`src/rtl/e203_ifu_bpu_rdport_arb_if.sv`:
```
// Bundle of the BPU, EXU and regfile port-1 signals around the read-port arbiter.
// Handshake rules: a request transfers in a cycle where its req_vld and req_rdy
// are both high. bpu_rsp_vld stays high, with stable data, until a cycle with
// bpu_rsp_rdy high or a flush. exu_rsp_vld lasts exactly one cycle and is never
// back-pressured. rf_rd_dat must be valid the cycle after rf_rd_ena.
interface e203_ifu_bpu_rdport_arb_if #(
  parameter int RFIDX_W = 5,
  parameter int XLEN    = 32
);
  logic               bpu_req_vld;
  logic [RFIDX_W-1:0] bpu_req_idx;
  logic               bpu_req_rdy;
  logic               bpu_rsp_vld;
  logic [XLEN-1:0]    bpu_rsp_dat;
  logic               bpu_rsp_rdy;
  logic               exu_req_vld;
  logic [RFIDX_W-1:0] exu_req_idx;
  logic               exu_req_rdy;
  logic               exu_rsp_vld;
  logic [XLEN-1:0]    exu_rsp_dat;
  logic               rf_rd_ena;
  logic [RFIDX_W-1:0] rf_rd_idx;
  logic [XLEN-1:0]    rf_rd_dat;
  logic               flush;
  logic               bpu_busy;

  // Arbiter side.
  modport slave (
    input  bpu_req_vld, bpu_req_idx, bpu_rsp_rdy,
    input  exu_req_vld, exu_req_idx, rf_rd_dat, flush,
    output bpu_req_rdy, bpu_rsp_vld, bpu_rsp_dat,
    output exu_req_rdy, exu_rsp_vld, exu_rsp_dat,
    output rf_rd_ena, rf_rd_idx, bpu_busy
  );

  // Requesters and regfile side.
  modport master (
    output bpu_req_vld, bpu_req_idx, bpu_rsp_rdy,
    output exu_req_vld, exu_req_idx, rf_rd_dat, flush,
    input  bpu_req_rdy, bpu_rsp_vld, bpu_rsp_dat,
    input  exu_req_rdy, exu_rsp_vld, exu_rsp_dat,
    input  rf_rd_ena, rf_rd_idx, bpu_busy
  );
endinterface

```
`src/rtl/e203_ifu_bpu_rdport_arb.sv`:
```
// Shares regfile read port 1 between the IFU lite-BPU (JALR rs1 target read)
// and the EXU operand read. EXU normally wins. After STARVE_MAX consecutive
// losses, the BPU is forced to win. A BPU read returns its data one cycle after
// the grant. That data is held until the IFU consumes it or flushes.
module e203_ifu_bpu_rdport_arb #(
  parameter int RFIDX_W    = 5,
  parameter int XLEN       = 32,
  parameter int STARVE_MAX = 3
) (
  input  logic                         clk,
  input  logic                         rst_n,       // synchronous, active-high
  e203_ifu_bpu_rdport_arb_if.slave     bus,
  output logic [1:0]                   dbg_state_o
);

  typedef enum logic [1:0] {
    ST_IDLE = 2'd0,
    ST_RD   = 2'd1,
    ST_RSP  = 2'd2
  } state_e;

  localparam logic [3:0] STARVE_MAX_C = 4'(STARVE_MAX);

  state_e             state_q, state_d;
  logic [3:0]         starve_cnt_q, starve_cnt_d;
  logic               bpu_rsp_vld_q, bpu_rsp_vld_d;
  logic [XLEN-1:0]    bpu_rsp_dat_q, bpu_rsp_dat_d;
  logic               exu_rsp_vld_q;

  logic               is_idle;
  logic               starve_hit;
  logic               bpu_can_win;
  logic               bpu_gnt;
  logic               exu_gnt;
  logic [RFIDX_W-1:0] rd_idx;

  // Grant decision: one grant per cycle; flush blocks only the BPU.
  always_comb begin
    is_idle     = (state_q == ST_IDLE);
    starve_hit  = (starve_cnt_q == STARVE_MAX_C);
    bpu_can_win = is_idle & ~bus.flush & (~bus.exu_req_vld | starve_hit);
    bpu_gnt     = bpu_can_win & bus.bpu_req_vld;
    exu_gnt     = bus.exu_req_vld & ~bpu_gnt;
    rd_idx      = bpu_gnt ? bus.bpu_req_idx : bus.exu_req_idx;
  end

  assign bus.bpu_req_rdy = bpu_can_win;
  assign bus.exu_req_rdy = ~bpu_gnt;
  assign bus.rf_rd_ena   = bpu_gnt | exu_gnt;
  assign bus.rf_rd_idx   = rd_idx;
  assign bus.bpu_rsp_vld = bpu_rsp_vld_q;
  assign bus.bpu_rsp_dat = bpu_rsp_dat_q;
  assign bus.exu_rsp_vld = exu_rsp_vld_q;
  // The EXU result is taken straight from the regfile in the response cycle.
  assign bus.exu_rsp_dat = bus.rf_rd_dat;
  assign bus.bpu_busy    = ~is_idle;
  assign dbg_state_o     = state_q;

  // Next-state logic for the BPU transaction FSM, its response register and the starvation counter.
  always_comb begin
    state_d       = state_q;
    bpu_rsp_vld_d = bpu_rsp_vld_q;
    bpu_rsp_dat_d = bpu_rsp_dat_q;
    starve_cnt_d  = starve_cnt_q;

    // Count only real losses by a waiting, idle BPU. Any grant, flush or
    // withdrawn request restarts the count.
    if (bpu_gnt | bus.flush | ~bus.bpu_req_vld) begin
      starve_cnt_d = 4'd0;
    end else if (is_idle & exu_gnt & ~starve_hit) begin
      starve_cnt_d = starve_cnt_q + 4'd1;
    end

    unique case (state_q)
      ST_IDLE: begin
        if (bpu_gnt) state_d = ST_RD;
      end
      ST_RD: begin
        // On a flush the returning data is dropped, and the old response stays as it was.
        if (bus.flush) begin
          state_d = ST_IDLE;
        end else begin
          state_d       = ST_RSP;
          bpu_rsp_vld_d = 1'b1;
          bpu_rsp_dat_d = bus.rf_rd_dat;
        end
      end
      ST_RSP: begin
        if (bus.flush | bus.bpu_rsp_rdy) begin
          state_d       = ST_IDLE;
          bpu_rsp_vld_d = 1'b0;
        end
      end
      default: begin
        state_d       = ST_IDLE;
        bpu_rsp_vld_d = 1'b0;
      end
    endcase
  end

  // State and response registers; reset drops any in-flight read.
  always_ff @(posedge clk) begin
    if (rst_n) begin
      state_q       <= ST_IDLE;
      starve_cnt_q  <= 4'd0;
      bpu_rsp_vld_q <= 1'b0;
      bpu_rsp_dat_q <= '0;
      exu_rsp_vld_q <= 1'b0;
    end else begin
      state_q       <= state_d;
      starve_cnt_q  <= starve_cnt_d;
      bpu_rsp_vld_q <= bpu_rsp_vld_d;
      bpu_rsp_dat_q <= bpu_rsp_dat_d;
      exu_rsp_vld_q <= exu_gnt;
    end
  end

endmodule
```
`src/flat_wrapper.sv`:
```
// flat-port wrapper written by rule: the top's interface ports become plain ports
module e203_ifu_bpu_rdport_arb_flat 
#(
  parameter int RFIDX_W    = 5,
  parameter int XLEN       = 32,
  parameter int STARVE_MAX = 3
)
  (clk, rst_n, dbg_state_o, bus_bpu_req_vld, bus_bpu_req_idx, bus_bpu_rsp_rdy, bus_exu_req_vld, bus_exu_req_idx, bus_rf_rd_dat, bus_flush, bus_bpu_req_rdy, bus_bpu_rsp_vld, bus_bpu_rsp_dat, bus_exu_req_rdy, bus_exu_rsp_vld, bus_exu_rsp_dat, bus_rf_rd_ena, bus_rf_rd_idx, bus_bpu_busy);
  e203_ifu_bpu_rdport_arb_if #(.RFIDX_W(RFIDX_W), .XLEN(XLEN)) bus_i ();
  input  logic clk;
  input  logic rst_n;
  output logic [1:0] dbg_state_o;
  input wire logic [$bits(bus_i.bpu_req_vld)-1:0] bus_bpu_req_vld;
  input wire logic [$bits(bus_i.bpu_req_idx)-1:0] bus_bpu_req_idx;
  input wire logic [$bits(bus_i.bpu_rsp_rdy)-1:0] bus_bpu_rsp_rdy;
  input wire logic [$bits(bus_i.exu_req_vld)-1:0] bus_exu_req_vld;
  input wire logic [$bits(bus_i.exu_req_idx)-1:0] bus_exu_req_idx;
  input wire logic [$bits(bus_i.rf_rd_dat)-1:0] bus_rf_rd_dat;
  input wire logic [$bits(bus_i.flush)-1:0] bus_flush;
  output wire logic [$bits(bus_i.bpu_req_rdy)-1:0] bus_bpu_req_rdy;
  output wire logic [$bits(bus_i.bpu_rsp_vld)-1:0] bus_bpu_rsp_vld;
  output wire logic [$bits(bus_i.bpu_rsp_dat)-1:0] bus_bpu_rsp_dat;
  output wire logic [$bits(bus_i.exu_req_rdy)-1:0] bus_exu_req_rdy;
  output wire logic [$bits(bus_i.exu_rsp_vld)-1:0] bus_exu_rsp_vld;
  output wire logic [$bits(bus_i.exu_rsp_dat)-1:0] bus_exu_rsp_dat;
  output wire logic [$bits(bus_i.rf_rd_ena)-1:0] bus_rf_rd_ena;
  output wire logic [$bits(bus_i.rf_rd_idx)-1:0] bus_rf_rd_idx;
  output wire logic [$bits(bus_i.bpu_busy)-1:0] bus_bpu_busy;
  assign bus_i.bpu_req_vld = bus_bpu_req_vld;
  assign bus_i.bpu_req_idx = bus_bpu_req_idx;
  assign bus_i.bpu_rsp_rdy = bus_bpu_rsp_rdy;
  assign bus_i.exu_req_vld = bus_exu_req_vld;
  assign bus_i.exu_req_idx = bus_exu_req_idx;
  assign bus_i.rf_rd_dat = bus_rf_rd_dat;
  assign bus_i.flush = bus_flush;
  assign bus_bpu_req_rdy = bus_i.bpu_req_rdy;
  assign bus_bpu_rsp_vld = bus_i.bpu_rsp_vld;
  assign bus_bpu_rsp_dat = bus_i.bpu_rsp_dat;
  assign bus_exu_req_rdy = bus_i.exu_req_rdy;
  assign bus_exu_rsp_vld = bus_i.exu_rsp_vld;
  assign bus_exu_rsp_dat = bus_i.exu_rsp_dat;
  assign bus_rf_rd_ena = bus_i.rf_rd_ena;
  assign bus_rf_rd_idx = bus_i.rf_rd_idx;
  assign bus_bpu_busy = bus_i.bpu_busy;
  e203_ifu_bpu_rdport_arb #(.RFIDX_W(RFIDX_W), .XLEN(XLEN), .STARVE_MAX(STARVE_MAX)) u_core (.clk(clk), .rst_n(rst_n), .bus(bus_i), .dbg_state_o(dbg_state_o));
endmodule
```
`config.mk`:
```
export PLATFORM = sky130hd
export DESIGN_NAME = e203_ifu_bpu_rdport_arb_flat
export DESIGN_NICKNAME = d
export VERILOG_FILES = /design/src/rtl/e203_ifu_bpu_rdport_arb_if.sv /design/src/rtl/e203_ifu_bpu_rdport_arb.sv /design/src/flat_wrapper.sv
export SDC_FILE = /design/constraint.sdc
export NUM_CORES = 1
export LEC_CHECK = 0
export BUFFER_PORTS_ARGS = -buffer_cell sky130_fd_sc_hd__buf_2
export CAP_MARGIN = 0
export CORE_UTILIZATION = 44
export CTS_CLUSTER_DIAMETER = 60
export DETAILED_ROUTE_END_ITERATION = 8
export GPL_ROUTABILITY_DRIVEN = 0
export PLACE_DENSITY = 0.89
export SETUP_SLACK_MARGIN = 0.3
export SLEW_MARGIN = 0
export SYNTH_ARGS = -nofsm -noshare
export SYNTH_HDL_FRONTEND = slang
export SYNTH_SLANG_ARGS = --single-unit
```
`constraint.sdc`:
```
create_clock -name clk -period 3.32 [get_ports clk]
set_clock_uncertainty 0.2 [all_clocks]
set_input_delay 0.166 -clock clk [delete_from_list [all_inputs] [get_ports clk]]
set_output_delay 0.166 -clock clk [all_outputs]
set_load 0.05 [all_outputs]
```
Word-level counts from Yosys, hierarchy flattened
Index checks and enable logic that the tools add are counted.
W data, S select, Z words.
- register bits: 40
- input port bits: 48
- output and inout bits: 77
- logic and storage cells: 42
- $add $sub $neg: 1
- equal/unequal tests: 6
- mux-type cells: 8
- bitwise operators: 17
- reduce and logical (&&, ||, !) cells: 5
- operator list (cell ; count):
    $and A1 B1 Y1 ; 6
    $mux W2 ; 3
    $not A1 Y1 ; 6
    $pmux W2 S3 ; 1
    $mux W5 ; 1
    $or A1 B1 Y1 ; 5
    $add A4 B1 Y4 const B ; 1
    $eq A4 B2 Y1 const B ; 1
    $ne A2 B2 Y1 const B ; 2
    $reduce_and A2 Y1 ; 2
    $pmux W1 S3 ; 1
    $reduce_and A3 Y1 ; 1
    $eq A2 B1 Y1 const B ; 1
    $eq A2 B2 Y1 const B ; 1
    $logic_not A2 Y1 ; 1
    $mux W1 ; 2
    $ne A2 B1 Y1 const B ; 1
    $reduce_or A2 Y1 ; 1

Depth between registers and ports, before layout
Gate-level depths: netlist (run 1).
- word-level depth: 8
- depth in mapped cells: 6
- mapped depth without buffers: 4

Worst setup path before layout (run 1)
Ideal clock, no wire load.
- kind: reg-to-output
- start point: reg u_core.state_q[1], in the netlist u_core.dbg_state_o[1]
- end point: out bus_bpu_req_rdy
- data arrival time: 2.671 ns
- data required time: 2.954 ns
- slack: 0.283 ns
- cell stages (with the launch flop): 4
- buffers on the path: 0
- cell sequence: dfxtp_1 -> nor2_1 -> clkinv_1 -> a211oi_1
- cells in the longest elaborated chain, start to end: 3
- ends and longest elaborated chain (item ; line ; source):
    start, declared ; e203_ifu_bpu_rdport_arb.sv:24 ; state_e state_q, state_d;
    start signal, assigned ; e203_ifu_bpu_rdport_arb.sv:110 ; state_q <= state_d;
    $logic_not A2 Y1 ; e203_ifu_bpu_rdport_arb.sv:39 ; is_idle = (state_q == ST_IDLE);
    $and A1 B1 Y1 (2 in series) ; e203_ifu_bpu_rdport_arb.sv:41 ; bpu_can_win = is_idle & ~bus.flush & (~bus.exu_req_vld | starve_hit);
    end, declared ; flat_wrapper.sv:20 ; output wire logic [$bits(bus_i.bpu_req_rdy)-1:0] bus_bpu_req_rdy;
Every way passes these cells.

Worst setup path after layout (run 1)
- start point: reg u_core.starve_cnt_q[0]
- end point: out bus_rf_rd_idx[1]
- cells in the longest elaborated chain, start to end: 5
- ends and longest elaborated chain (item ; line ; source):
    start, declared ; e203_ifu_bpu_rdport_arb.sv:25 ; logic [3:0] starve_cnt_q, starve_cnt_d;
    start signal, assigned ; e203_ifu_bpu_rdport_arb.sv:111 ; starve_cnt_q <= starve_cnt_d;
    $eq A4 B2 Y1 ; e203_ifu_bpu_rdport_arb.sv:40 ; starve_hit = (starve_cnt_q == STARVE_MAX_C);
    $or A1 B1 Y1 ; e203_ifu_bpu_rdport_arb.sv:41 ;
    $and A1 B1 Y1 ; e203_ifu_bpu_rdport_arb.sv:41 ;
    $and A1 B1 Y1 ; e203_ifu_bpu_rdport_arb.sv:42 ; bpu_gnt = bpu_can_win & bus.bpu_req_vld;
    $mux W5 ; e203_ifu_bpu_rdport_arb.sv:44 ; rd_idx = bpu_gnt ? bus.bpu_req_idx : bus.exu_req_idx;
    end, declared ; flat_wrapper.sv:27 ; output wire logic [$bits(bus_i.rf_rd_idx)-1:0] bus_rf_rd_idx;
Every way passes these cells.

==> results of run 1 <==
## cell type report
type,instances,share of cell area
clock buffer,7,0.0357
clock inverter,1,0.0111
inverter,3,0.00418
multi-input combinational,137,0.267
sequential,40,0.297
tap,50,0.0232
timing repair buffer,160,0.361
## worst max-delay path, cell delays in order (launching register included)
cell and delay, ns:
dfxtp_1 0.40, ha_1 0.20, or3b_1 0.48, a2111oi_4 0.33, buf_4 0.21, mux2_2 0.35, buf_2 0.21
## path summary, 6_finish.rpt
| check | startpoint | to | slack [ns] | depth (start not counted) |
|---|---|---|---|---|
| worst max-delay path | u_core.starve_cnt_q[0]$_SDFFE_PP0P_ | bus_rf_rd_idx[1] | 0.48 | 6 |
| worst min-delay path | bus_flush | u_core.dbg_state_o[1]$_SDFFE_PP0P_ | 0.008 | 2 |
| worst max register to register | u_core.starve_cnt_q[0]$_SDFFE_PP0P_ | u_core.bus.exu_rsp_vld$_SDFF_PP0_ | 1.30 | 5 |
| worst min register to register | u_core.bus.bpu_rsp_dat[25]$_SDFFE_PP0P_ | u_core.bus.bpu_rsp_dat[25]$_SDFFE_PP0P_ | 0.25 | 2 |
## power groups by stage
stage / registers (mW) / clock network (mW) / logic (mW)
after floorplan: 0.523 / 0 / 0.163
after global placement: 0.500 / 0 / 0.221
after CTS: 0.490 / 0.435 / 0.252
after detailed placement: 0.501 / 0 / 0.222
after global routing: 0.491 / 0.458 / 0.267
final: 0.490 / 0.420 / 0.256
## flip-flops by register name, indices dropped and copies added, names as in the netlist
signal,flops
u_core.dbg_state_o,2
u_core.bus.bpu_rsp_vld,1
u_core.bus.bpu_rsp_dat,32
u_core.starve_cnt_q,4
u_core.bus.exu_rsp_vld,1
## what timing repair did
item / in CTS / in global routing
hold buffers: 33 / 0
buffers inserted: 0 / 1
endpoints found under the setup margin: 0 / 5
endpoints found under the hold margin: 33 / 0
## metal layers
layer  wire, µm  track usage
met3        321       0.0552
met1       1820        0.214
met5          0            0
met2       2600        0.390
met4         48       0.0878
## cell usage after synthesis (2+ instances only)
master / number
nand2_1: 67
dfxtp_1: 40
a21oi_1: 36
buf_4: 32
clkbuf_1: 12
nor2b_1: 4
mux2_2: 3
or3b_2: 3
a211oi_1: 2
buf_2: 2
inv_1: 2
mux2_1: 2
nand3_1: 2
nand4_1: 2
nor2_1: 2
nor3b_1: 2
## stage by stage
stage | cell area (µm²) | instances | setup WS [ns]
2_1_floorplan | 1820 | 226 | 0.552
3_3_place_gp | 2230 | 356 | 0.809
3_5_place_dp | 2230 | 356 | 0.673
4_1_cts | 2690 | 397 | 0.355
5_1_grt | 2700 | 398 | 0.421
6_report | 2700 | 398 | 0.481
## cell families (layout without fill, tap and decap cells)
kind of cell,after synthesis,in the layout,synth area share
multiplexers,6,6,0.0365
flip-flops,40,40,0.440
AND/OR/NAND/NOR,87,87,0.211
adder cells (fa/ha/maj),1,1,0.00688
buffers and inverters,49,171,0.169
AO/OA/AOI/OAI,43,43,0.137
==> impl_metrics.json, run 1 <==
{
  "status": "finished clean",
  "holdWs_ns": 0.00840,
  "worstPathArrival_ns": 2.47,
  "leakage_nw": 1.25,
  "die_area_um2": 4390,
  "crit_type": "register to primary output",
  "regArea_um2": 801,
  "fillers": 322,
  "syn_to_final_growth_pct": 48.2,
  "start_util": 0.458,
  "ios": 125,
  "path_clk_slew_ns": 0.07,
  "start_kind": "register",
  "cp_max_fo": 7,
  "finalCritPeriodShare": 0.855,
  "syn_area_um2": 1820,
  "async_flop_share": 0,
  "multi_input_area_um2": 721,
  "power_frac_seq": 0.420,
  "cts_root_buf": "clkbuf_8",
  "peakVddDrop_uv": 386,
  "synth-seq-area-share": 0.440,
  "wl_mm": 4.79,
  "drv_slew": 0,
  "switchingPower_uw": 333,
  "yosys.cell_types.count": 29,
  "internal_power_uw": 833,
  "grt_pass1_vias": 1625,
  "grt_pass1_wl_mm": 6.97,
  "chipHeight_um": 66.3,
  "viasPerCell": 4.73,
  "num_vias": 1881,
  "grt_antenna_before_repair": 0,
  "layout-drive-gt1-share": 0.414,
  "cts_buffer_depth": 2,
  "final_util": 0.679,
  "ant_nets": 0,
  "hold_path_class": "input pin to register",
  "p_total_mw": 1.17,
  "synth_cells": 226,
  "synth_top_area_share": 0.440,
  "clkSinkCount": 40,
  "synth_area_per_cell_um2": 8.04,
  "floorplan.rows": 23,
  "p_clk_frac": 0.360,
  "max_freq_mhz": 352,
  "syn_nets": 275,
  "synth_flop_cell": "dfxtp_1",
  "synth_top_area_cell": "dfxtp_1",
  "finalSetupTns_ns": 0,
  "fin_nets": 396,
  "cts_tree": "done",
  "grt_max_degree": 37,
  "setup_viol": 0,
  "required_ns": 2.95,
  "layout_min_cycle_time_ns": 2.84,
  "io_buffers": 124,
  "n_antenna_cell": 0,
  "overflow": 0,
  "cts-resized-gates": 0,
  "insertion_delay_ns": 0.28,
  "slew-limit-headroom": 0.551,
  "synth.area.top_cells": "dfxtp_1, nand2_1, buf_4",
  "p_sw_frac": 0.285,
  "worst_pin_slew_ns": 0.673,
  "hold_viol_final": 0,
  "drc": 0,
  "coreArea_um2": 3970,
  "cap_viol_max_count": 0,
  "drtIter0Drc": 97,
  "power.density_nw_per_um2": 432,
  "comb_power_share": 0.220,
  "wire_per_inst_um": 12.0,
  "drt_pass1_iterations": 4,
  "layout_common_cells": "buf_2, nand2_1, dfxtp_1",
  "synth_warnings": 0,
  "cts-buffers-inserted": 5,
  "final_common_cell": "buf_2",
  "htree_num_levels": 2,
  "hpwl_mm": 2.93,
  "fp.dieW_um": 66.3,
  "synth_seq_cells": 40,
  "synth_edf_count": 0,
  "end_kind": "primary output",
  "rsz0062_at_grt": "no",
  "grt.total_usage": 0.208
}
No activity file was read; power rests on OpenSTA's default activity.
==> run 2: changes to the inputs <==
PLACE_DENSITY = 0.84   (was 0.89)
==> impl_metrics.json, run 2 (synthesis results as in run 1) <==
{
  "syn_to_final_growth_pct": 48.1,
  "fin_cells": 398,
  "start_kind": "register",
  "grt_pass1_vias": 1673,
  "post-route-cell-area_um2": 2690,
  "max_freq_mhz": 352,
  "grt.total_usage": 0.215,
  "ant_nets": 0,
  "required_ns": 2.95,
  "num_vias": 1864,
  "start_util": 0.458,
  "fillers": 328,
  "die_area_um2": 4390,
  "rr_worst_depth": 4,
  "drt_pass1_iterations": 4,
  "largest_reg_flops": 32,
  "wire_per_inst_um": 11.7,
  "final_common_cell": "buf_2",
  "drtIter0Drc": 96,
  "timing.rr.start": "u_core.starve_cnt_q[0]$_SDFFE_PP0P_",
  "hpwl_mm": 2.98,
  "peakVddDrop_uv": 292,
  "crit_type": "register to primary output",
  "r2r_setup_slack_ns": 1.30,
  "insertion_delay_ns": 0.28,
  "finalCritPeriodShare": 0.855,
  "n_antenna_cell": 0,
  "rsz0062_at_grt": "no",
  "worstPathArrival_ns": 2.47,
  "hold-path-cell-count": 2,
  "layout-drive-gt1-share": 0.411,
  "hold_viol_final": 0,
  "cts-buffers-inserted": 5,
  "end_kind": "primary output",
  "path_clk_slew_ns": 0.07,
  "io_buffers": 124,
  "grt_antenna_before_repair": 0,
  "ios": 125,
  "cts_tree": "done",
  "hold_path.startpoint": "bus_exu_req_vld",
  "overflow": 0,
  "layout_common_cells": "buf_2, nand2_1, dfxtp_1",
  "place_area_um2": 2230,
  "clkSinkCount": 40,
  "worst_pin_slew_ns": 0.643,
  "hold_path_class": "input pin to register",
  "fin_nets": 396,
  "layout_min_cycle_time_ns": 2.84,
  "cts-resized-gates": 0,
  "htree_num_levels": 2,
  "cts_buffer_depth": 2,
  "slew-limit-headroom": 0.571,
  "finalSetupTns_ns": 0,
  "fp.dieW_um": 66.3,
  "cts_root_buf": "clkbuf_8",
  "chipHeight_um": 66.3,
  "drv_slew": 0,
  "r2r_end": "u_core.bus.exu_rsp_vld$_SDFF_PP0_",
  "grt_max_degree": 37,
  "leakage_nw": 1.24,
  "cp_max_fo": 7,
  "whs_endpoint": "u_core.dbg_state_o[0]$_SDFFE_PP0P_",
  "postCtsSetupBuffers": 0,
  "cap_viol_max_count": 0,
  "grt_pass1_wl_mm": 7.22,
  "power.density_nw_per_um2": 428,
  "p_total_mw": 1.15,
  "drc": 0,
  "wl_mm": 4.64,
  "viasPerCell": 4.68,
  "setup_viol": 0,
  "status": "finished clean",
  "dp_cells": 356,
  "coreArea_um2": 3970,
  "floorplan.rows": 23
}
==> run 2: changes by cell type in the layout (fill, tap and decap cells not counted) <==
cell / previous run / this run
clkinv_4: 0 / 1
dlygate4sd3_1: 33 / 34
clkbuf_8: 7 / 6
buf_4: 3 / 2
==> run 2: how the worst max path moves through the flow <==
stage,startpoint,end,slack (ns),cells after the start
5_1_grt,u_core.starve_cnt_q[0]$_SDFFE_PP0P_,bus_rf_rd_idx[2],0.33,5
3_3_place_gp,u_core.starve_cnt_q[0]$_SDFFE_PP0P_,bus_rf_rd_idx[2],0.81,5
2_1_floorplan,u_core.dbg_state_o[1]$_SDFFE_PP0P_,bus_rf_rd_idx[0],0.55,4
4_1_cts,u_core.starve_cnt_q[0]$_SDFFE_PP0P_,bus_rf_rd_idx[1],0.42,5
6_report,u_core.starve_cnt_q[0]$_SDFFE_PP0P_,bus_rf_rd_idx[1],0.48,5
3_5_place_dp,u_core.starve_cnt_q[0]$_SDFFE_PP0P_,bus_rf_rd_idx[1],0.73,5
==> run 2: routing by layer <==
metal | track usage | vias to the layer above | wire length, µm
met3 | 0.0431 | 14 | 204
met4 | 0.109 | 0 | 138
met1 | 0.218 | 842 | 1790
met5 | 0 | - | 0
li1 | - | 946 | -
met2 | 0.409 | 62 | 2510
==> run 2: worst max-delay path: stages, from the launching register on <==
cell       delay (ns)
dfxtp_1          0.37
ha_1             0.19
or3b_1           0.47
a2111oi_4        0.57
mux2_2           0.39
buf_2            0.21
==> run 2: power breakdown <==
part           switching [mW]  leakage [nW]  internal [mW]  total [mW]
Sequential            0.00365         0.323          0.486       0.490
Combinational           0.173         0.859         0.0818       0.254
Clock                   0.162        0.0614          0.246       0.408
==> run 2: area by class of cell <==
class	instances	area [µm²]	share of cell area
Sequential cell	40	801	0.297
Clock inverter	2	38.8	0.0144
Clock buffer	6	82.6	0.0307
Timing Repair Buffer	160	976	0.362
Tap cell	50	62.6	0.0232
Inverter	3	11.3	0.00418
Multi-Input combinational cell	137	721	0.268
==> run 2: what timing repair did <==
| item | 4_1_cts | 5_1_grt |
|---|---|---|
| hold endpoints to repair | 34 | 0 |
| hold buffers | 34 | 0 |
| endpoints found under the setup margin | 0 | 4 |
==> run 2: through the flow <==
stage | utilization | hold slack (ns) | setup slack (ns)
6_report | 0.678 | 0.0500 | 0.480
5_1_grt | 0.678 | 0.0429 | 0.334
4_1_cts | 0.678 | 0.0379 | 0.417
3_5_place_dp | 0.562 | 0.222 | 0.728
3_3_place_gp | 0.562 | 0.216 | 0.808
2_1_floorplan | - | 0.102 | 0.552
==> run 3: changes to the inputs <==
CTS_BUF_LIST = sky130_fd_sc_hd__clkbuf_16   (was not set)
==> impl_metrics.json, run 3 (synthesis results as in run 1) <==
{
  "status": "finished clean",
  "hold_path.startpoint": "bus_flush",
  "peakVddDrop_uv": 347,
  "drv_slew": 0,
  "drc": 0,
  "worstPathArrival_ns": 2.52,
  "ant_nets": 0,
  "worst_pin_slew_ns": 0.643,
  "overflow": 0,
  "hold_path_class": "input pin to register",
  "path_clk_slew_ns": 0.05,
  "dp_slack_ns": 0.728,
  "max_freq_mhz": 346,
  "chipHeight_um": 66.3,
  "start_util": 0.458,
  "num_vias": 1858,
  "cts_buffer_depth": 2,
  "floorplan.rows": 23,
  "setup.worst_path.start": "u_core.starve_cnt_q[0]$_SDFFE_PP0P_",
  "multi_input_area_um2": 721,
  "cap_viol_max_count": 0,
  "viasPerCell": 4.68,
  "p_total_mw": 1.27,
  "place_area_um2": 2230,
  "post-route-cell-area_um2": 2730,
  "hold_viol_final": 0,
  "htree_num_levels": 2,
  "grt_pass1_vias": 1643,
  "grt.total_usage": 0.211,
  "required_ns": 2.95,
  "syn_to_final_growth_pct": 50.1,
  "fillers": 325,
  "crit_type": "register to primary output",
  "finalSetupTns_ns": 0,
  "fp.dieW_um": 66.3,
  "r2r_setup_slack_ns": 1.23,
  "end_kind": "primary output",
  "leakage_nw": 1.26,
  "postCtsSetupBuffers": 0,
  "io_buffers": 124,
  "cp_max_fo": 7,
  "ios": 125,
  "layout-drive-gt1-share": 0.409,
  "hpwl_mm": 2.98,
  "rsz0062_at_grt": "no",
  "cts_root_buf": "clkbuf_16",
  "final_common_cell": "buf_2",
  "fin_nets": 395,
  "grt_pass1_wl_mm": 7.11,
  "grt_antenna_before_repair": 0,
  "finalCritPeriodShare": 0.871,
  "largest_reg_flops": 32,
  "wire_per_inst_um": 11.6,
  "drt_pass1_iterations": 4,
  "insertion_delay_ns": 0.27,
  "setup_viol": 0,
  "regArea_um2": 801,
  "drtIter0Drc": 96,
  "clkSinkCount": 40,
  "slew-limit-headroom": 0.571,
  "fin_ws_ns": 0.429,
  "power.density_nw_per_um2": 465,
  "layout_min_cycle_time_ns": 2.89,
  "n_antenna_cell": 0,
  "die_area_um2": 4390,
  "layout_common_cells": "buf_2, nand2_1, dfxtp_1",
  "timing.rr.start": "u_core.starve_cnt_q[0]$_SDFFE_PP0P_",
  "cts-buffers-inserted": 5,
  "cts_tree": "done",
  "wl_mm": 4.60,
  "coreArea_um2": 3970,
  "start_kind": "register",
  "grt_max_degree": 37
}
-- run 3: cell types whose count changed in the layout (fill, tap and decap cells not counted) --
| cell | before | now |
|---|---|---|
| clkinv_1 | 1 | 2 |
| clkbuf_8 | 6 | 0 |
| clkbuf_16 | 0 | 5 |
| dlygate4sd3_1 | 34 | 33 |
-- run 3: area by class of cell --
class / instances / area share
Clock buffer: 5 / 0.0459
Clock inverter: 3 / 0.0156
Inverter: 3 / 0.00413
Multi-Input combinational cell: 137 / 0.264
Sequential cell: 40 / 0.293
Tap cell: 50 / 0.0229
Timing Repair Buffer: 159 / 0.354
-- run 3: through the flow --
step,hold WS [ns],std cells,utilization
final,0.0199,397,0.687
after global routing,0.0232,397,0.687
after CTS,0.0208,397,0.687
after detailed placement,0.222,356,0.562
after global placement,0.216,356,0.562
after floorplan,0.102,226,-
-- run 3: routing by layer --
layer	GRT usage	vias to the layer above	wire length, µm
met4	0.0638	0	65
met1	0.220	850	1820
met3	0.0397	6	194
met5	0	-	0
li1	-	947	-
met2	0.416	55	2520
-- run 3: where the power goes --
part / switching, mW / internal (mW)
sequential: 0.00364 / 0.487
clock: 0.172 / 0.352
combinational: 0.172 / 0.0811
total: 0.348 / 0.920
-- run 3: worst max-delay path, stage by stage (launching register included) --
cell       delay [ns]
dfxtp_1          0.37
ha_1             0.19
or3b_1           0.47
a2111oi_4        0.62
mux2_2           0.39
buf_2            0.21
-- run 3: path summary, 6_finish.rpt --
path / to / cells after the start
hold / removal: u_core.dbg_state_o[1]$_SDFFE_PP0P_ / 2
hold reg to reg: u_core.bus.bpu_rsp_dat[11]$_SDFFE_PP0P_ / 2
setup / recovery: bus_rf_rd_idx[1] / 5
setup reg to reg: u_core.bus.exu_rsp_vld$_SDFF_PP0_ / 4
-- run 3: repair_timing --
action                                 in CTS  in global routing
endpoints found under the hold margin      33                  0
hold buffers                               33                  0
gates resized for setup                     0                  0
